<file path="src/rtl/rs_pkg.sv">
// Shared types and constants for the RS(255,251) framing slice.
// GF(2^8) uses primitive polynomial 0x11d.
package rs_pkg;

  typedef logic [7:0] sym_t;

  localparam int NPAR = 4;

  // generator x^4 + 0f x^3 + 36 x^2 + 78 x + 40, low coefficient first
  localparam logic [NPAR*8-1:0] GEN = {8'h0f, 8'h36, 8'h78, 8'h40};

  typedef enum logic [1:0] {
    IDLE,
    MSG,
    PAR,
    FLUSH
  } state_t;

  function automatic sym_t gf_mul(sym_t a, sym_t b);
    sym_t r;
    sym_t x;
    r = '0;
    x = a;
    for (int i = 0; i < 8; i++) begin
      if (b[i]) r = r ^ x;
      x = {x[6:0], 1'b0} ^ (x[7] ? 8'h1d : 8'h00);
    end
    return r;
  endfunction

endpackage

</file>
<file path="src/rtl/rsenc.sv">
// Systematic 4-parity RS encoder: passes symbols while control=1,
// then shifts parity out and zero-fills while control=0.
module rsenc
  import rs_pkg::*;
(
  input  logic clk,
  input  logic nrst,
  input  logic control,
  input  sym_t in,
  output sym_t out
);

  sym_t in_r;
  logic ctl_r;
  logic [NPAR-1:0][7:0] p;
  sym_t fb;

  assign fb  = in_r ^ p[NPAR-1];
  assign out = ctl_r ? in_r : p[NPAR-1];

  always_ff @(posedge clk or negedge nrst) begin
    if (!nrst) begin
      in_r  <= '0;
      ctl_r <= 1'b0;
      p     <= '0;
    end else begin
      in_r  <= in;
      ctl_r <= control;
      if (ctl_r) begin
        p[0] <= gf_mul(fb, GEN[7:0]);
        for (int i = 1; i < NPAR; i++)
          p[i] <= p[i-1] ^ gf_mul(fb, GEN[8*i +: 8]);
      end else begin
        p[0] <= '0;
        for (int i = 1; i < NPAR; i++)
          p[i] <= p[i-1];
      end
    end
  end

endmodule

</file>
<file path="src/rtl/rs_enc_framer.sv">
// Framing FSM around rsenc: handshake intake, parity drain,
// abort flush and one-cycle registered codeword flags.
module rs_enc_framer
  import rs_pkg::*;
#(
  parameter int KMAX = 251
) (
  input  logic       clk,
  input  logic       nrst,
  input  logic [7:0] cfg_len,
  input  logic [7:0] in_data,
  input  logic       in_valid,
  output logic       in_ready,
  output logic [7:0] out_data,
  output logic       out_valid,
  output logic       out_sop,
  output logic       out_eop,
  output logic       out_par,
  output logic       out_abort
);

  localparam logic [7:0] KM    = 8'(KMAX);
  localparam logic [1:0] PLAST = 2'(NPAR - 1);

  state_t     st, st_n;
  logic [7:0] mcnt, mcnt_n;
  logic [7:0] klen, klen_n;
  logic [1:0] pcnt, pcnt_n;
  logic [7:0] kin;
  logic       accept;
  logic       enc_ctl;
  sym_t       enc_in;

  assign in_ready = (st == IDLE) || (st == MSG);
  assign accept   = in_valid && in_ready;
  assign kin      = (cfg_len == 8'd0 || cfg_len > KM) ? KM : cfg_len;
  assign enc_ctl  = accept;
  assign enc_in   = accept ? in_data : 8'h00;

  rsenc u_enc (
    .clk     (clk),
    .nrst    (nrst),
    .control (enc_ctl),
    .in      (enc_in),
    .out     (out_data)
  );

  always_ff @(posedge clk or negedge nrst) begin
    if (!nrst) begin
      st   <= IDLE;
      mcnt <= '0;
      klen <= '0;
      pcnt <= '0;
    end else begin
      st   <= st_n;
      mcnt <= mcnt_n;
      klen <= klen_n;
      pcnt <= pcnt_n;
    end
  end

  always_comb begin
    st_n   = st;
    mcnt_n = mcnt;
    klen_n = klen;
    pcnt_n = pcnt;
    unique case (st)
      IDLE: begin
        if (accept) begin
          klen_n = kin;
          mcnt_n = 8'd1;
          pcnt_n = '0;
          st_n   = (kin == 8'd1) ? PAR : MSG;
        end
      end
      MSG: begin
        if (accept) begin
          mcnt_n = mcnt + 8'd1;
          if (mcnt == klen - 8'd1) begin
            st_n   = PAR;
            pcnt_n = '0;
          end
        end else begin
          st_n   = FLUSH;
          pcnt_n = '0;
        end
      end
      PAR, FLUSH: begin
        pcnt_n = pcnt + 2'd1;
        if (pcnt == PLAST) begin
          st_n   = IDLE;
          pcnt_n = '0;
        end
      end
      default: st_n = IDLE;
    endcase
  end

  always_ff @(posedge clk or negedge nrst) begin
    if (!nrst) begin
      out_valid <= 1'b0;
      out_sop   <= 1'b0;
      out_eop   <= 1'b0;
      out_par   <= 1'b0;
      out_abort <= 1'b0;
    end else begin
      out_valid <= accept || (st == PAR);
      out_sop   <= accept && (st == IDLE);
      out_par   <= (st == PAR);
      out_eop   <= (st == PAR) && (pcnt == PLAST);
      out_abort <= (st == MSG) && !in_valid;
    end
  end

endmodule

</file>
<file path="config.mk">
export PLATFORM = sky130hd
export DESIGN_NAME = rs_enc_framer
export DESIGN_NICKNAME = d
export VERILOG_FILES = /design/src/rtl/rs_pkg.sv /design/src/rtl/rsenc.sv /design/src/rtl/rs_enc_framer.sv
export SDC_FILE = /design/constraint.sdc
export NUM_CORES = 1
export LEC_CHECK = 0
export ABC_CLOCK_PERIOD_IN_PS = 2100
export CORE_ASPECT_RATIO = 2
export CORE_MARGIN = 10
export CORE_UTILIZATION = 30
export DETAILED_ROUTE_END_ITERATION = 8
export PLACE_DENSITY_LB_ADDON = 0.25
export SLEW_MARGIN = 30
export SYNTH_ARGS = -nofsm -noshare
export SYNTH_HDL_FRONTEND = slang
export SYNTH_HIERARCHICAL = 1
export SYNTH_SLANG_ARGS = --single-unit
</file>
<file path="constraint.sdc">
create_clock -name clk -period 2.1 [get_ports clk]
set_input_delay 0.42 -clock clk [delete_from_list [all_inputs] [get_ports clk]]
set_output_delay 0.42 -clock clk [all_outputs]
set_load 0.1 [all_outputs]
</file>
==> results, run 1 <==
- The async set-or-reset flop fraction in the synthesized netlist is 100%.
- Buffers inserted during clock tree synthesis total 9.
- The H-tree was split into 3 levels.
- The critical path required time is 2.31 ns.
- The primary flip-flop cell chosen by synthesis mapping is sky130_fd_sc_hd__dfrtp_1.
- The synthesized netlist occupies a cell area of 3560 um2.
- The flow ran to the end, but the final reports show violations.
- The worst path arrival time is 2.31 ns.
- Global routing used 2.58% of the available met3 tracks.
- The die is 174 um tall.
- After legalization and detailed placement, the total HPWL measured 6210 um.
- The number of setup violations in the final report is 1.
- The sink count of the clock tree is 66.
- In the final routed layout, each cell accounts on average for 16.1 um.
- In this run the critical register-to-register path is launched from u_enc/p[31].
- The overall die area is 16900 um2.
- The clock-pin slew on the worst setup and hold paths is 0.06 ns.
- The minimum clock period after layout is 2.10 ns.
- On the critical path the largest part of the delay comes from XOR/XNOR gates.
- The endpoint identified for the worst register-to-register timing path is u_enc/p[30].
- The standard-cell row count is 56.
- The maximum vdd ir drop is 0.780 mV.
- The max-slew violation count was 0.
- In the finished design, the share of the clock period the worst path needs comes to 100%.
- The starting density of the core is 30.4%.
- The commonest cells after synthesis are 66 x sky130_fd_sc_hd__dfrtp_1, 59 x sky130_fd_sc_hd__xnor2_1, 32 x sky130_fd_sc_hd__nand2_1, 18 x sky130_fd_sc_hd__and2_1, 16 x sky130_fd_sc_hd__xor2_1.
- The most frequent cell after synthesis is sky130_fd_sc_hd__dfrtp_1.
- The first detailed-routing pass ran for 4 iterations.
- In this run the worst setup path begins at u_enc/p[31].
- The detail route stage leaves a number of antenna-violating nets equal to 0.
- The signal on the critical path passes through xnor2_4, buf_4, buf_4, xnor3_1, buf_4, xnor2_2, nand2_1, xnor2_1.
- The violation count after the first detailed-routing iteration is 62.
- Among all stages on the critical path, the largest delay is contributed by sky130_fd_sc_hd__dfrtp_2.
- The global routing usage on met1 is 8.81%.
- The overall routed net length is 8380 um.
- The cts-stage hold buffer count is 0.
- In the post-synthesis netlist, the biggest area contributors are sky130_fd_sc_hd__dfrtp_1 46%, sky130_fd_sc_hd__xnor2_1 15%, sky130_fd_sc_hd__xor2_1 3.9%, sky130_fd_sc_hd__nand2_1 3.4%, sky130_fd_sc_hd__and2_1 3.2%.
- The headroom to the max-slew limit is 74.8%.
- The final instance count without filler cells is 521.
- The number of antenna violations at the first check in global routing is 0.
- Clock latency on the worst-skew pair, taken at its later pin, is 0.33 ns.
- Global routing used 10.1% of the available tracks across all layers.
- Synthesis produced a netlist with a net count of 330.
- In the routed layout, each cell is associated on average with a via count of 4.57.
- Of the synthesized area, sequential elements account for 46.4%.
- The first global-routing pass estimated 13500 um of wire.
- The pin count of the biggest net entering global routing is 67.
- The via count of the first global-routing pass came to 2687.
- The final reports fail on negative setup slack.
- The total leakage power is 2.07 nW.
- The share of the synthesized area in the top cell type is 46.4%.
- The top fanout value on the critical path is 4.
- The global placer's final weighted congestion is 0.807.
- The x dimension of the die is 97.0 um.
- Yosys mapped a number of flops with a built-in enable equal to 0.
- The met2 track utilization from global routing is 20.1%.
- The total internal power is 0.00569 W.
- Combinational cells account for 61.7% of the total power.
- Across the run, the number of max-cap violations was 0.
- The synthesized area divided by synthesized cell count is 11.6 um2.
- The net load switching power is 0.00385 W.
- Synthesis handed over a netlist of 308 instances.
- 33 I/O pins were placed.
- Setup repair after global routing could not meet its margin everywhere.
- The upper clock frequency limit is 476 MHz.
- From synthesis to final layout, the design area changed by 33.9%.
- Counting flops and latches in the post-synthesis netlist gives 66.
- STA classifies the critical path endpoint as a flip-flop.
- The remaining design rule violation count is 0.
- After detailed placement, the design holds a cell count of 502.
- In this run the clock root is driven by a sky130_fd_sc_hd__clkbuf_16.
- Across all register-to-register paths, the minimum setup slack is -0.0009 ns.
- The delay contributed by the slowest stage of the critical path is 0.44 ns.
- The transition time at the pin with the least slew margin is 0.377 ns.
- Yosys mapped the design onto 54 distinct sky130hd cell types.
- The worst setup path is launched from a flip-flop.
- TritonCTS built the clock tree.
- The maximum clock skew at final layout is 0.00782 ns.
- The most area-hungry cell type in the Yosys netlist is sky130_fd_sc_hd__dfrtp_1.
- Counting both buffers and inverters, the worst setup path holds a total of 3.
- The number of logic stages on the critical path including buffering is 8.
- Summed over all failing endpoints, the final setup total negative slack is -0.000921 ns.
- Net switching is 40.4% of the power.
- Sequential cells burn 21.0% of the power.
- The number of hold violations in the final report was 0.
- The total power divided by cell area is 2000 nW/um2.
- In this run the worst setup path terminates at u_enc/p[30].
- At the end of the flow, the number of nets in the layout was 393.
- The count of input and output buffers is 32.
- In the final layout, the share of cells above drive strength 1 is 25.8%.
- For this block, the via count after detailed routing is 2381.
- The number of antenna diodes in the final layout is 0.
- In this run the deepest clock path goes through 2 buffers.
- The total global routing overflow is 0.
- The yosys synthesis warning count is 6.
- In the post-route analysis, the smallest setup slack over all paths is -0.000921 ns.
- The worst setup path is of the flip-flop to flip-flop kind.
- The kind of path behind the tightest hold check is primary input to async pin.
- After global routing, the most crowded layer is met2.
- The proportion of power drawn by the clock network is 17.3%.
- The placeable core region is 11700 um2.
- In this design, the critical path's most frequently occurring cell is sky130_fd_sc_hd__buf_4.
- The depth of the worst register-to-register path is 8.
[worst register-to-register path, cell delays in order (launching register included)]
cell                      delay [ns]
sky130_fd_sc_hd__dfrtp_2        0.44
sky130_fd_sc_hd__xnor2_4        0.16
sky130_fd_sc_hd__buf_4          0.14
sky130_fd_sc_hd__buf_4          0.15
sky130_fd_sc_hd__xnor3_1        0.40
sky130_fd_sc_hd__buf_4          0.18
sky130_fd_sc_hd__xnor2_2        0.21
sky130_fd_sc_hd__nand2_1        0.15
sky130_fd_sc_hd__xnor2_1        0.16
[power groups by stage]
stage                     combinational (W)  sequential, W  clock, W
final                               0.00589        0.00201   0.00165
after global routing                0.00628        0.00207   0.00175
after CTS                           0.00553        0.00200   0.00170
after detailed placement            0.00544        0.00203         0
after global placement              0.00545        0.00200         0
after floorplan                     0.00385        0.00206         0
[through the flow]
step                hold WS, ns  total power, W  util (%)  worst slack [ns]  area, um2
finish                    0.105         0.00954      40.7         -0.000921       4770
global route              0.127          0.0101      40.7           -0.0503       4770
CTS                       0.117         0.00923      39.9          -0.00489       4670
detailed placement        0.436         0.00747      37.0           -0.0144       4330
global placement          0.428         0.00745      37.0          -0.00709       4330
floorplan                 0.124         0.00591         -            0.0412       3570
[cell usage in the layout (no fill, tap or decap), drive strengths merged, types with 7 or more instances in the layout]
cell type and n:
and2 18, buf 46, clkbuf 10, clkdlybuf4s50 17, dfrtp 66, inv 9, mux2 9, nand2 32
nor2 7, o22a 7, xnor2 63, xor2 18
[worst min-delay path by stage]
stage | start | end | slack, ns
after floorplan | nrst | klen[0] | 0.12
after CTS | nrst | u_enc/p[24] | 0.12
after detailed placement | u_enc/p[6] | u_enc/p[14] | 0.44
after global placement | u_enc/p[1] | u_enc/p[9] | 0.43
final | nrst | u_enc/p[22] | 0.10
after global routing | nrst | u_enc/in_r[0] | 0.13
[kinds of logic after synthesis]
logic type                 share of synthesized area [%]
buffers and inverters                               2.18
muxes                                               3.41
and+or+nand+nor                                     13.6
AOI/OAI and AO/OA                                   7.80
adders and majority gates                           1.05
xor gates and xnor gates                            25.6
DFF                                                 46.4
[timing repair]
| item | 4_1_cts | 5_1_grt |
|---|---|---|
| endpoints found under the setup margin | 3 | 11 |
| buffers inserted | 0 | 3 |
| gates resized for setup | 1 | 12 |
| pin swaps | 0 | 10 |
[state kept, by name, summed over array words and instances (netlist names)]
register / flops
out_eop: 1
out_par: 1
out_abort: 1
u_enc/in_r: 8
u_enc/p: 32
pcnt: 2
out_sop: 1
st: 2
out_valid: 1
u_enc/ctl_r: 1
mcnt: 8
klen: 8
[area by class of cell]
type,instances,area (um2)
flip-flops and latches,66,1650
multi-input cells,223,1920
clock inverters,6,88.8
fillers,1115,6930
clock buffers,10,239
well taps,145,181
inverters,8,30.0
repair buffers,63,654
[per-layer routing]
| layer | wire length (um) | part of all wire [%] |
|---|---|---|
| met5 | 0 | 0 |
| met4 | 204 | 2.4 |
| met3 | 216 | 2.6 |
| met2 | 5040 | 60 |
| met1 | 2920 | 35 |
Note: power is estimated with default switching activity, not from simulation.
==> run 2: changes to the inputs <==
--- a/constraint.sdc
+++ b/constraint.sdc
@@ -3,2 +3,2 @@
 set_output_delay 0.42 -clock clk [all_outputs]
-set_load 0.1 [all_outputs]
+set_load 0.02 [all_outputs]
==> run 2 against run 1 <==
The flow now finishes without violations. Via count grew 2.3%. Largest power group unchanged. Register-to-register slack gained 0.08 ns. Non-clock buffer count is the same. Power shrank 13%. Core utilization shrank 1.5 points. Worst hold slack lost 0.039 ns. Largest cell class unchanged. Sequential power is essentially flat. Global-route usage grew 0.30 points. Final area shrank 3.6%.
==> results, run 2 (synthesized netlist as in run 1, its figures left out) <==
- The first detailed-routing pass took 5 iterations.
- The placed instance area is 4280 um2.
- Dividing total power by cell area gives a power density of 1800 nW/um2.
- The vias per cell is 4.68.
- The worst setup path is launched from a flip-flop.
- In the final layout, the share of cells above drive strength 1 is 20.5%.
- The remaining design rule violation count is 0.
- After detailed routing, the average wire length per cell comes to 16.1 um.
- The sink count of the clock tree is 66.
- The placeable core region is 11700 um2.
- The number of hold violations in the final report is 0.
- For this configuration, the core starts out at a cell density of 30.4%.
- The post-route fraction of the period consumed by the critical path is 96.4%.
- The design draws 0.00827 W.
- The total number of nets in the final design is 393.
- The area of all placed cells without fillers is 4600 um2.
- The count of input and output buffers is 32.
- The x dimension of the die is 97.0 um.
- The die is 174 um tall.
- Detailed placement ended at an HPWL of 6580 um.
- The via count of the first global-routing pass came to 2633.
- The filler cell count is 1129.
- The largest register by flop count is u_enc/p.
- The combined global-route utilization of all metal layers is 10.4%.
- The layout-stage area growth over the synthesis result is 29.1%.
- The register with the most flip-flops in the layout has 32 of them.
- The I/O pin count is 33.
- The critical path required time is 2.31 ns.
- At the pin with the least slew margin, the transition time is 0.538 ns.
- For this run, the slowest stage of the critical path takes 0.62 ns.
- The endpoint identified for the worst register-to-register timing path is u_enc/p[28].
- The critical path in this run is classified as flip-flop to flip-flop.
- The worst path in the final design needs a cycle of 2.02 ns, including I/O delays and setup.
- The repair_antennas step left the layout with diodes totalling 0.
- The worst pin sits at a relative slew slack of 64.2%.
- The critical-path cell with the highest stage delay is sky130_fd_sc_hd__xor3_4.
- The standard-cell row count is 56.
- The CTS tree is done.
- The upper clock frequency limit is 494 MHz.
- The flow ran to the end, and the final reports show no timing, DRC or antenna violations.
- Between clock sinks in the finished design, the worst skew comes to 0.00787 ns.
- In this run, CTS created clock tree buffers numbering 9.
- Max-cap violations in this run came to 0.
- The sequential cell area is 1650 um2.
- The library cell used most frequently in the layout, excluding fill and tap cells, is sky130_fd_sc_hd__dfrtp_1.
- The beginning of the worst register-to-register path is u_enc/in_r[6].
- The overall die area is 16900 um2.
- The type of destination of the critical path is a flip-flop.
- The top fanout value on the critical path is 4.
- The number of setup violations in the final report is 0.
- The critical path goes through xor2_4, xor3_4, xnor2_4, xnor2_2, nand2_2, xnor2_1.
- The pin count of the biggest net entering global routing is 27.
- Leaving out fill and tap cells, the most frequent cells in the layout are 64 x sky130_fd_sc_hd__dfrtp_1, 57 x sky130_fd_sc_hd__xnor2_1, 30 x sky130_fd_sc_hd__nand2_1.
- The overall routed net length is 8370 um.
- The post-route setup TNS is 0 ns.
- The first global-routing pass estimated 13900 um of wire.
- Setup repair after global routing could not meet its margin everywhere.
- For flop-to-flop paths, the worst setup slack is 0.08 ns.
- The global placer's final weighted congestion is 0.839.
- The number of antenna violations at the first check in global routing is 0.
- The path class of the tightest hold or removal check is primary input to async pin.
- The buffer type at the clock tree root is sky130_fd_sc_hd__clkbuf_16.
- The number of levels in the clock H-tree is 3.
- The depth of the worst register-to-register path is 6.
- In this design, the largest share of critical-path delay is due to XOR/XNOR gates.
- The antenna violation net count after detailed routing is 0.
- The violation count after the first detailed-routing iteration is 49.
- The total global routing overflow is 0.
- IR analysis of the VDD net gives a maximum drop of 0.661 mV.
- The clock reaches the later pin of the worst-skew pair after 0.33 ns.
- The area of the multi-input gates is 1890 um2.
- The worst path arrival time is 2.24 ns.
- The max-slew violation count was 0.
- The clock passes through at most 2 buffers.
- Clock-pin slew was measured on the worst setup and hold paths at 0.05 ns.
- Counting both buffers and inverters, the worst setup path holds a total of 0.
- The total leakage power is 1.99 nW.
- The count of vias placed by the detailed router is 2436.
==> run 2: changes by cell type in the layout (fill, tap and decap cells not counted), sizes merged <==
cell / before / now
clkdlybuf4s50: 17 / 23
clkinvlp: 2 / 3
inv: 9 / 8
buf: 46 / 32
clkinv: 1 / 2
bufinv: 2 / 0
dlygate4sd2: 0 / 8
==> run 2: how the worst max path moves through the flow <==
stage                        startpoint          end  slack, ns  depth (start not counted)
after global placement      u_enc/p[30]  u_enc/p[15]       0.01                          6
final                     u_enc/in_r[6]  u_enc/p[28]       0.08                          6
after global routing      u_enc/in_r[6]  u_enc/p[12]      -0.04                          6
after detailed placement    u_enc/p[30]  u_enc/p[15]      -0.04                          6
after CTS                 u_enc/in_r[7]  u_enc/p[19]     0.0006                          6
after floorplan             u_enc/p[30]  u_enc/p[15]       0.04                          6
==> run 2: worst reg2reg max path: cells and delay by family (launching register included) <==
kind | cells | cell delay [ns]
DFF | 1 | 0.44
xor gates and xnor gates | 5 | 1.36
and+or+nand+nor | 1 | 0.10
==> run 2: final cells by class <==
class	instances	share of cell area [%]
multi-input cells	223	41.1
flip-flops and latches	66	36.0
repair buffers	63	12.6
clock buffers	10	4.98
well taps	145	3.95
clock inverters	5	0.708
inverters	8	0.653
==> run 2: layer usage <==
layer | part of all wire [%] | vias to the layer above | track usage (%)
met5 | 0 | - | 0
met4 | 2.2 | 0 | 4.51
met3 | 3.2 | 15 | 2.82
met2 | 61 | 43 | 21.0
met1 | 33 | 1219 | 8.98
li1 | - | 1159 | -
==> run 2: power breakdown <==
| part | internal, W | switching, W |
|---|---|---|
| clock | 0.000787 | 0.000549 |
| combinational | 0.00262 | 0.00230 |
| sequential | 0.00166 | 0.000350 |
| total | 0.00507 | 0.00320 |
==> run 2: repair_timing <==
| action | in CTS | in global routing |
|---|---|---|
| gates resized for setup | 10 | 8 |
| setup endpoints to repair | 10 | 11 |
| hold buffers | 0 | 0 |
| pin swaps | 1 | 5 |
| endpoints found under the hold margin | 0 | 0 |
| buffers inserted | 2 | 0 |
==> run 2: stage by stage <==
step | util, % | hold WS, ns | worst slack (ns) | std cells
after floorplan | - | 0.124 | 0.0412 | 308
after global placement | 36.5 | 0.431 | 0.0115 | 503
after detailed placement | 36.5 | 0.431 | -0.0402 | 503
after CTS | 39.0 | 0.0810 | 0.000572 | 520
after global routing | 39.3 | 0.0988 | -0.0428 | 520
final | 39.3 | 0.0661 | 0.0760 | 520
